`src/rtl/stage_param_loader.sv`:
```
// stage_param_loader: fetches one stage's parameter words from the cascade ROM
// into a flat buffer and hands it to the stage classifier under valid/ack.
// Each ROM return is tagged with its word index by a fixed-latency pipeline,
// so the loader never stalls and never needs to count returns separately.
module stage_param_loader #(
    parameter int DATA_WIDTH_8             = 8,
    parameter int NUM_PARAM_PER_CLASSIFIER = 18,
    parameter int NUM_STAGE_THRESHOLD      = 1,
    parameter int NUM_CLASSIFIERS          = 10,
    parameter int ROM_ADDR_WIDTH           = 12,
    parameter int STAGE_STRIDE             = 181,
    parameter int ROM_LATENCY              = 1,
    localparam int NUM_WORDS = NUM_CLASSIFIERS*NUM_PARAM_PER_CLASSIFIER + NUM_STAGE_THRESHOLD
) (
    input  logic                              clk_fpga,
    input  logic                              reset,
    input  logic                              i_start,
    input  logic [7:0]                        i_stage_index,
    output logic [ROM_ADDR_WIDTH-1:0]         o_rom_addr,
    output logic                              o_rom_rden,
    input  logic [DATA_WIDTH_8-1:0]           i_rom_data,
    output logic [NUM_WORDS*DATA_WIDTH_8-1:0] o_stage_params,
    output logic                              o_param_valid,
    input  logic                              i_param_ack,
    output logic                              o_busy
);

    localparam int IDX_W = (NUM_WORDS > 1) ? $clog2(NUM_WORDS) : 1;
    localparam logic [IDX_W-1:0] LAST_IDX = IDX_W'(NUM_WORDS - 1);

    typedef enum logic [1:0] {S_IDLE, S_FETCH, S_DRAIN, S_VALID} state_t;

    state_t                                   r_state;
    state_t                                   w_next;
    logic                                     r_rden;
    logic [ROM_ADDR_WIDTH-1:0]                r_addr;
    logic [IDX_W-1:0]                         r_idx;
    logic [ROM_LATENCY:1]                     r_pipe_vld;
    logic [ROM_LATENCY:1][IDX_W-1:0]          r_pipe_idx;
    logic [NUM_WORDS-1:0][DATA_WIDTH_8-1:0]   r_params;
    logic                                     w_accept;
    logic                                     w_last_cap;
    logic [ROM_ADDR_WIDTH-1:0]                w_base;

    // Base address wraps modulo the ROM size; computed at 32 bits then truncated.
    assign w_base = ROM_ADDR_WIDTH'(32'(i_stage_index) * 32'(STAGE_STRIDE));

    // A start is honoured from IDLE, or from VALID only when the buffer is acked in the same cycle.
    assign w_accept = i_start && ((r_state == S_IDLE) ||
                                  (r_state == S_VALID && i_param_ack));

    // The return at the tail of the tag pipeline carrying the final index completes the buffer.
    assign w_last_cap = r_pipe_vld[ROM_LATENCY] && (r_pipe_idx[ROM_LATENCY] == LAST_IDX);

    assign o_rom_rden     = r_rden;
    assign o_rom_addr     = r_addr;
    assign o_stage_params = r_params;

    // State register.
    always_ff @(posedge clk_fpga) begin
        if (reset) r_state <= S_IDLE;
        else       r_state <= w_next;
    end

    // Next-state logic.
    always_comb begin
        w_next = r_state;
        case (r_state)
            S_IDLE:  if (i_start) w_next = S_FETCH;
            S_FETCH: if (r_idx == LAST_IDX) w_next = S_DRAIN;
            S_DRAIN: if (w_last_cap) w_next = S_VALID;
            S_VALID: if (i_param_ack) w_next = i_start ? S_FETCH : S_IDLE;
            default: w_next = S_IDLE;
        endcase
    end

    // Status outputs decoded from the state.
    always_comb begin
        o_busy        = (r_state == S_FETCH) || (r_state == S_DRAIN);
        o_param_valid = (r_state == S_VALID);
    end

    // Address issue, return tagging and in-place buffer capture.
    always_ff @(posedge clk_fpga) begin
        if (reset) begin
            r_rden     <= 1'b0;
            r_addr     <= '0;
            r_idx      <= '0;
            r_pipe_vld <= '0;
            r_pipe_idx <= '0;
            r_params   <= '0;
        end else begin
            r_pipe_vld[1] <= r_rden;
            r_pipe_idx[1] <= r_idx;
            for (int j = 2; j <= ROM_LATENCY; j++) begin
                r_pipe_vld[j] <= r_pipe_vld[j-1];
                r_pipe_idx[j] <= r_pipe_idx[j-1];
            end
            if (r_pipe_vld[ROM_LATENCY])
                r_params[r_pipe_idx[ROM_LATENCY]] <= i_rom_data;
            if (w_accept) begin
                r_rden <= 1'b1;
                r_addr <= w_base;
                r_idx  <= '0;
            end else if (r_rden) begin
                if (r_idx == LAST_IDX) begin
                    r_rden <= 1'b0;
                end else begin
                    r_idx  <= r_idx + 1'b1;
                    r_addr <= r_addr + 1'b1;
                end
            end
        end
    end

endmodule

```
`config.mk`:
```
export PLATFORM = sky130hd
export DESIGN_NAME = stage_param_loader
export DESIGN_NICKNAME = d
export VERILOG_FILES = /design/src/rtl/stage_param_loader.sv
export SDC_FILE = /design/constraint.sdc
export NUM_CORES = 2
export LEC_CHECK = 0
export ABC_CLOCK_PERIOD_IN_PS = 5200
export CAP_MARGIN = 20
export CORE_AREA = 3 3 584 586
export CTS_BUF_LIST = sky130_fd_sc_hd__clkbuf_4
export DETAILED_ROUTE_END_ITERATION = 8
export DIE_AREA = 0 0 587 589
export SYNTH_ARGS = -nofsm -noshare
export SYNTH_HDL_FRONTEND = slang
export SYNTH_SLANG_ARGS = --single-unit
```
`constraint.sdc`:
```
create_clock -name clk_fpga -period 5.2 [get_ports clk_fpga]
set_input_delay 0.78 -clock clk_fpga [delete_from_list [all_inputs] [get_ports clk_fpga]]
set_output_delay 0.78 -clock clk_fpga [all_outputs]
set_load 0.005 [all_outputs]
```
After elaboration in Yosys (flattened, before gate mapping)
Cells that the tools add are included.
- add/subtract/negate cells: 2
- multipliers: 1
- magnitude comparators: 2
- eq/ne operators: 10
- mux-type cells: 15
- bitwise operators: 1
- reduce and logical (&&, ||, !) cells: 12
- operators with widths (cell ; number):
    $bwmux 1448 ; 1
    $demux 8 s8 ; 1
    $mux 12 ; 3
    $eq 8x8->1 const B ; 2
    $add 12x1->12 const B ; 1
    $mul 8x8->12 const B ; 1
    $lt 8x9->1 const B ; 1
    $add 8x1->8 const B ; 1
    $ge 8x1->1 const B ; 1
    $mux 2 ; 4
    $mux 8 ; 1
    $ne 2x2->1 const B ; 4
    $pmux 2 s4 ; 1
    $eq 2x2->1 const B ; 2
    $logic_and 1x1->1 ; 4
    $mux 1 ; 4
    $reduce_and 2->1 ; 2
    $reduce_and 4->1 ; 1
    $eq 2x1->1 const B ; 1
    $logic_not 2->1 ; 1
    $logic_or 1x1->1 ; 2
    $ne 2x1->1 const B ; 1
    $reduce_bool 2->1 ; 1
    $reduce_or 2->1 ; 1
    $not 1->1 ; 1
- flip-flop bits (word level): 1480
- output and inout bits: 1463
- logic and storage cells: 230

Longest topological paths before layout
- depth in word-level cells: 6
- gate-level depth with buffers: 12
- depth with buffers taken out: 12

Worst setup path after synthesis
Ideal clock, no wire load.
- path type: input -> register
- from: input port i_stage_index[0]
- to: register r_addr[11], in the netlist o_rom_addr[11]
- setup time: 0.074 ns
- arrival: 3.807 ns
- path slack: 1.319 ns
- stages on the path: 12
- buffers on the path: 0
- cells stage by stage: ha_1 -> ha_1 -> fa_1 -> inv_1 -> fa_1 -> inv_1 -> ha_1 -> a21o_1 -> a21oi_1 -> a21oi_1 -> or3_1 -> a31oi_1
- longest elaborated chain between the ends: 2
- RTL lines (what ; line ; RTL):
    from (decl) ; 18 ; input logic [7:0] i_stage_index,
    $mul 8x8->12 ; 46 ; assign w_base = ROM_ADDR_WIDTH'(32'(i_stage_index) * 32'(STAGE_STRIDE));
    $mux 12 ; 101 ; if (w_accept) begin
    to (signal assigned) ; 103 ; r_addr <= w_base;
    to (signal assigned) ; 110 ; r_addr <= r_addr + 1'b1;
    to (decl) ; 36 ; logic [ROM_ADDR_WIDTH-1:0] r_addr;
Every way passes these cells.
A chain may end at the register's enable or synchronous reset.

Final worst setup path
Same ends and word-level chain as after synthesis.

==> run_summary.xml <==
<?xml version="1.0" encoding="UTF-8"?>
<metrics>
  <group name="grt">
    <metric name="wire_length_of_the_first_global_routing_pass" unit="µm">404500</metric>
    <metric name="overflow" unit="">0</metric>
    <metric name="number_of_antenna_violations_at_the_first_check_in_global_routing" unit="">29</metric>
    <metric name="via_count_of_the_first_global_routing_pass" unit="">53320</metric>
    <metric name="grt_use_total" unit="">0.1590</metric>
    <metric name="maximum_number_of_pins_on_one_net_before_global_route_repair" unit="">180</metric>
  </group>
  <group name="flow_run">
    <metric name="cap_violations" unit="">0</metric>
  </group>
  <group name="setup_path">
    <metric name="r2r.worst_path.cells" unit="">6</metric>
    <metric name="r2r-end" unit="">o_stage_params[9]</metric>
    <metric name="cpMostUsedCell" unit="">ha_1</metric>
    <metric name="worst_setup_path_end_kind" unit="">flip-flop</metric>
    <metric name="critical_path.cell_chain" unit="">dlygate4sd3_1 &gt; clkdlybuf4s50_1 &gt; ha_1 &gt; ha_1 &gt; fa_1 &gt; inv_1 &gt; fa_1 &gt; inv_1 &gt; ha_1 &gt; a21o_1 &gt; a21oi_1 &gt; a21oi_1 &gt; or3_1 &gt; a31oi_1</metric>
    <metric name="cp_max_fo" unit="">4</metric>
    <metric name="cp_data_arrival_time" unit="ns">5.06</metric>
    <metric name="rr_startpoint" unit="">r_pipe_idx[0]</metric>
    <metric name="slowest_stage_delay_on_critical_path" unit="ns">0.56</metric>
    <metric name="crit_type" unit="">input pin to flip-flop</metric>
    <metric name="required" unit="ns">6.38</metric>
    <metric name="endpoint_of_the_most_critical_setup_path" unit="">o_rom_addr[11]</metric>
    <metric name="cp-start-kind" unit="">input pin</metric>
    <metric name="reg2reg_setup_slack" unit="ns">1.67</metric>
    <metric name="worst_path_max_delay_cell" unit="">fa_1</metric>
    <metric name="timing.critical_path.from" unit="">i_stage_index[0]</metric>
  </group>
  <group name="synthesis">
    <metric name="postSynthNetCount" unit="">7001</metric>
    <metric name="post_synthesis_adder_cell_area_fraction" unit="">0.01219</metric>
    <metric name="postSynthCellCount" unit="">6935</metric>
    <metric name="main_combinational_cell_family_by_area_after_synthesis" unit="">compound AO/OA/AOI/OAI gates</metric>
    <metric name="synth.yosys.seq_area_share" unit="">0.5425</metric>
    <metric name="synth.avg_cell_area" unit="µm²">7.876</metric>
    <metric name="synth.cell_area" unit="µm²">54620</metric>
    <metric name="synth_xor_area_frac" unit="">0.004009</metric>
    <metric name="synth-seq-cells" unit="">1480</metric>
    <metric name="synth_compound_gate_area_share" unit="">0.2137</metric>
    <metric name="synthesis.yosys.warnings" unit="">0</metric>
    <metric name="muxShareOfSynthArea" unit="">0.001649</metric>
    <metric name="yosysUniqueCellTypes" unit="">52</metric>
    <metric name="synth_simple_gate_area_share" unit="">0.1788</metric>
  </group>
  <group name="power_and_ir_drop">
    <metric name="net-switching-power" unit="µW">6274</metric>
    <metric name="power_per_cell_area" unit="nW/µm²">295.9</metric>
    <metric name="power.static_leakage" unit="µW">0.02512</metric>
    <metric name="seq_power_share" unit="">0.484</metric>
    <metric name="power.share.combinational" unit="">0.057</metric>
    <metric name="internal_power" unit="µW">17440</metric>
    <metric name="share_clk_of_total_power" unit="">0.460</metric>
    <metric name="vdd.ir_drop.worst" unit="V">0.0001727</metric>
    <metric name="switching_share" unit="">0.2646</metric>
  </group>
  <group name="sta">
    <metric name="rsz0062_at_grt" unit="">false</metric>
    <metric name="timing.fmax" unit="MHz">257.7</metric>
    <metric name="post_route_minimum_period" unit="ns">3.880</metric>
    <metric name="timing_worst_slew_pin_value" unit="ns">1.081</metric>
    <metric name="timing.clock.skew" unit="ns">0.1465</metric>
    <metric name="setup-tns-final" unit="ns">0</metric>
    <metric name="post-route-period-util" unit="">0.7461</metric>
    <metric name="finalMaxSlewViolations" unit="">0</metric>
    <metric name="maxSlewHeadroom" unit="">0.2766</metric>
    <metric name="hold_viol_final" unit="">0</metric>
    <metric name="report.final.setup_viol" unit="">0</metric>
  </group>
  <group name="drt">
    <metric name="ant_nets" unit="">0</metric>
    <metric name="routed_wirelength" unit="µm">294500</metric>
    <metric name="detail_route.wl_per_cell" unit="µm">22.32</metric>
    <metric name="vias_per_cell" unit="">4.339</metric>
    <metric name="drcViolationCount" unit="">0</metric>
    <metric name="count_of_vias_placed_by_the_detailed_router" unit="">57260</metric>
    <metric name="drt_pre_antenna_iters" unit="">6</metric>
    <metric name="drtIter0Drc" unit="">5322</metric>
  </group>
  <group name="clocking">
    <metric name="clkSlewWorstSetupHoldPaths" unit="ns">0.06</metric>
    <metric name="htree_num_levels" unit="">5</metric>
    <metric name="clk-insertion-delay-late" unit="ns">1.32</metric>
    <metric name="clock_tree.buffer_depth" unit="">4</metric>
    <metric name="clock_tree_from_tritoncts" unit="">done</metric>
    <metric name="cts-root-buf" unit="">clkbuf_4</metric>
    <metric name="cts-buffers-inserted" unit="">404</metric>
    <metric name="cts.repair.resized" unit="">0</metric>
    <metric name="clock_sink_count" unit="">1480</metric>
  </group>
  <group name="cells_and_area">
    <metric name="fraction_of_layout_instances_using_a_drive_strength_above_1" unit="">0.1024</metric>
    <metric name="layout.cell_area.non_filler" unit="µm²">80120</metric>
    <metric name="nNetsFinal" unit="">8437</metric>
    <metric name="register_area" unit="µm²">29630</metric>
    <metric name="post-route-util" unit="">0.2382</metric>
    <metric name="n_fill_cell" unit="">37050</metric>
    <metric name="synthToLayoutAreaGrowth" unit="%">46.68</metric>
    <metric name="multi_input_area" unit="µm²">22700</metric>
  </group>
  <group name="worst_hold_path">
    <metric name="worst_min_delay_path_category" unit="">input pin to flip-flop</metric>
  </group>
  <group name="run_status">
    <metric name="run_status" unit="">finished clean</metric>
  </group>
  <group name="floorplan">
    <metric name="rows" unit="">213</metric>
    <metric name="core" unit="µm²">336300</metric>
    <metric name="floorplan.die.width" unit="µm">587</metric>
    <metric name="fp.dieH" unit="µm">589</metric>
    <metric name="die_area" unit="µm²">345700</metric>
    <metric name="initial_utilization" unit="">0.1624</metric>
    <metric name="ioPinCount" unit="">1483</metric>
  </group>
  <group name="placed_design">
    <metric name="hpwl" unit="µm">201900</metric>
    <metric name="io_buffers" unit="">1482</metric>
    <metric name="placed_area" unit="µm²">74750</metric>
    <metric name="place.gp.congestion" unit="">0.8270</metric>
  </group>
</metrics>
[worst min-delay path by stage]
stage                   startpoint             endpoint  slack (ns)  depth (start not counted)
6_report               i_param_ack       o_rom_addr[10]        0.35                          5
3_5_place_dp   o_stage_params[777]  o_stage_params[777]        0.45                          2
3_3_place_gp   o_stage_params[129]  o_stage_params[129]        0.44                          2
4_1_cts                i_param_ack       o_rom_addr[10]        0.01                          5
5_1_grt                i_param_ack       o_rom_addr[10]        0.15                          5
2_1_floorplan    o_stage_params[0]    o_stage_params[0]        0.45                          2
[per-stage QoR]
| step | std cells | setup slack [ns] | power (µW) | hold slack [ns] |
|---|---|---|---|---|
| global route | 13190 | 1.325 | 24720 | 0.1545 |
| CTS | 13180 | 1.276 | 24060 | 0.01455 |
| finish | 13200 | 1.320 | 23710 | 0.3493 |
| global placement | 12460 | 0.5895 | 13050 | 0.4397 |
| floorplan | 6935 | 1.319 | 12430 | 0.4527 |
| detailed placement | 12470 | 0.6208 | 13040 | 0.4454 |
[sequential cells by signal, indices dropped and copies added, names as in the netlist]
register        flops
o_stage_params   1448
o_rom_rden          1
r_pipe_idx          8
r_state             2
r_pipe_vld          1
r_idx               8
o_rom_addr         12
[synthesized netlist by cell type (all sizes together)]
| library cell | number | area share |
|---|---|---|
| nand2 | 1752 | 0.12 |
| dfxtp | 1480 | 0.54 |
| a21oi | 1450 | 0.13 |
| o21ai | 845 | 0.077 |
| clkbuf | 546 | 0.038 |
| nand3 | 401 | 0.037 |
| nor2 | 170 | 0.013 |
| buf | 84 | 0.0072 |
| inv | 37 | 0.0025 |
| ha | 34 | 0.0078 |
| xnor2 | 16 | 0.0026 |
| nor2b | 15 | 0.0017 |
| fa | 12 | 0.0044 |
| a211oi | 9 | 0.0012 |
| mux2i | 9 | 0.0016 |
| nor3 | 9 | 0.0011 |
| xor2 | 9 | 0.0014 |
| and3 | 8 | 0.00092 |
| nand4 | 7 | 0.00080 |
| a21o | 5 | 0.00069 |
| nand2b | 5 | 0.00057 |
| or3 | 4 | 0.00046 |
| and2 | 3 | 0.00034 |
| a31o | 2 | 0.00032 |
| and3b | 2 | 0.00032 |
| and4 | 2 | 0.00032 |
| nor3b | 2 | 0.00048 |
| nor4 | 2 | 0.00034 |
| o21a | 2 | 0.00027 |
| or3b | 2 | 0.00032 |
| a221o | 1 | 0.00018 |
| a311oi | 1 | 0.00016 |
| a31oi | 1 | 0.00011 |
| and4b | 1 | 0.00018 |
| nand3b | 1 | 0.00014 |
| nand4b | 1 | 0.00016 |
| o211ai | 1 | 0.00014 |
| o22ai | 1 | 0.00011 |
| o31ai | 1 | 0.00014 |
| or2 | 1 | 0.00011 |
| or4 | 1 | 0.00014 |
[cells in the final DEF (no fill, tap or decap), types with 12 or more instances in the layout]
master,count
nor2b_1,15
fa_1,12
nor2_4,12
clkinv_1,52
diode_2,16
dfxtp_1,1480
inv_1,37
nor2_1,149
a21oi_1,1450
nand2_1,1737
o21ai_0,845
xnor2_1,16
nand3_1,393
clkbuf_4,612
ha_1,34
buf_12,38
clkdlybuf4s50_1,1473
buf_4,124
dlygate4sd3_1,12
nand2_4,12
[cell type report]
cell class,instances,area share
flip-flops and latches,1480,0.3698
multi-input cells,4788,0.2834
repair buffers,1660,0.2091
well taps,4515,0.07051
clock buffers,612,0.05735
clock inverters,88,0.007652
inverters,37,0.001734
diodes,16,0.0004998
[cell families (layout without fill, tap and decap cells)]
family,after synthesis,count (layout)
buf+inv,667,2397
flops,1480,1480
xor+xnor,25,25
fa+ha+maj,46,46
other cells,0,16
mux,9,9
compound gates,2319,2319
simple gates,2389,2389
[power by group through the flow]
stage / clock [µW] / combinational [µW] / sequential (µW)
after floorplan: 0 / 733 / 11700
after global placement: 0 / 1340 / 11700
after detailed placement: 0 / 1330 / 11700
after CTS: 11300 / 1340 / 11500
after global routing: 11800 / 1440 / 11500
final: 10900 / 1340 / 11500
[timing repair]
action                    in CTS  in global routing
hold endpoints to repair     527                  0
hold buffers                  12                  0
setup buffers                  0                  0
[worst max-delay path: cells and delay by family]
kind	cells	cell delay, ns
buffers and inverters	4	1.12
AO/OA/AOI/OAI	4	0.67
AND/OR/NAND/NOR	1	0.35
adder cells (fa/ha/maj)	5	2.13
[layer usage]
layer / vias to the layer above / wire [µm] / part of all wire / global-route usage
met3: 555 / 27840 / 0.095 / 0.05154
met2: 2695 / 135800 / 0.46 / 0.2600
met5: - / 20 / 0.000068 / 0
li1: 26470 / - / - / -
met1: 27530 / 118600 / 0.40 / 0.1916
met4: 4 / 12150 / 0.041 / 0.06489
No activity file was read; power rests on OpenSTA's default activity.
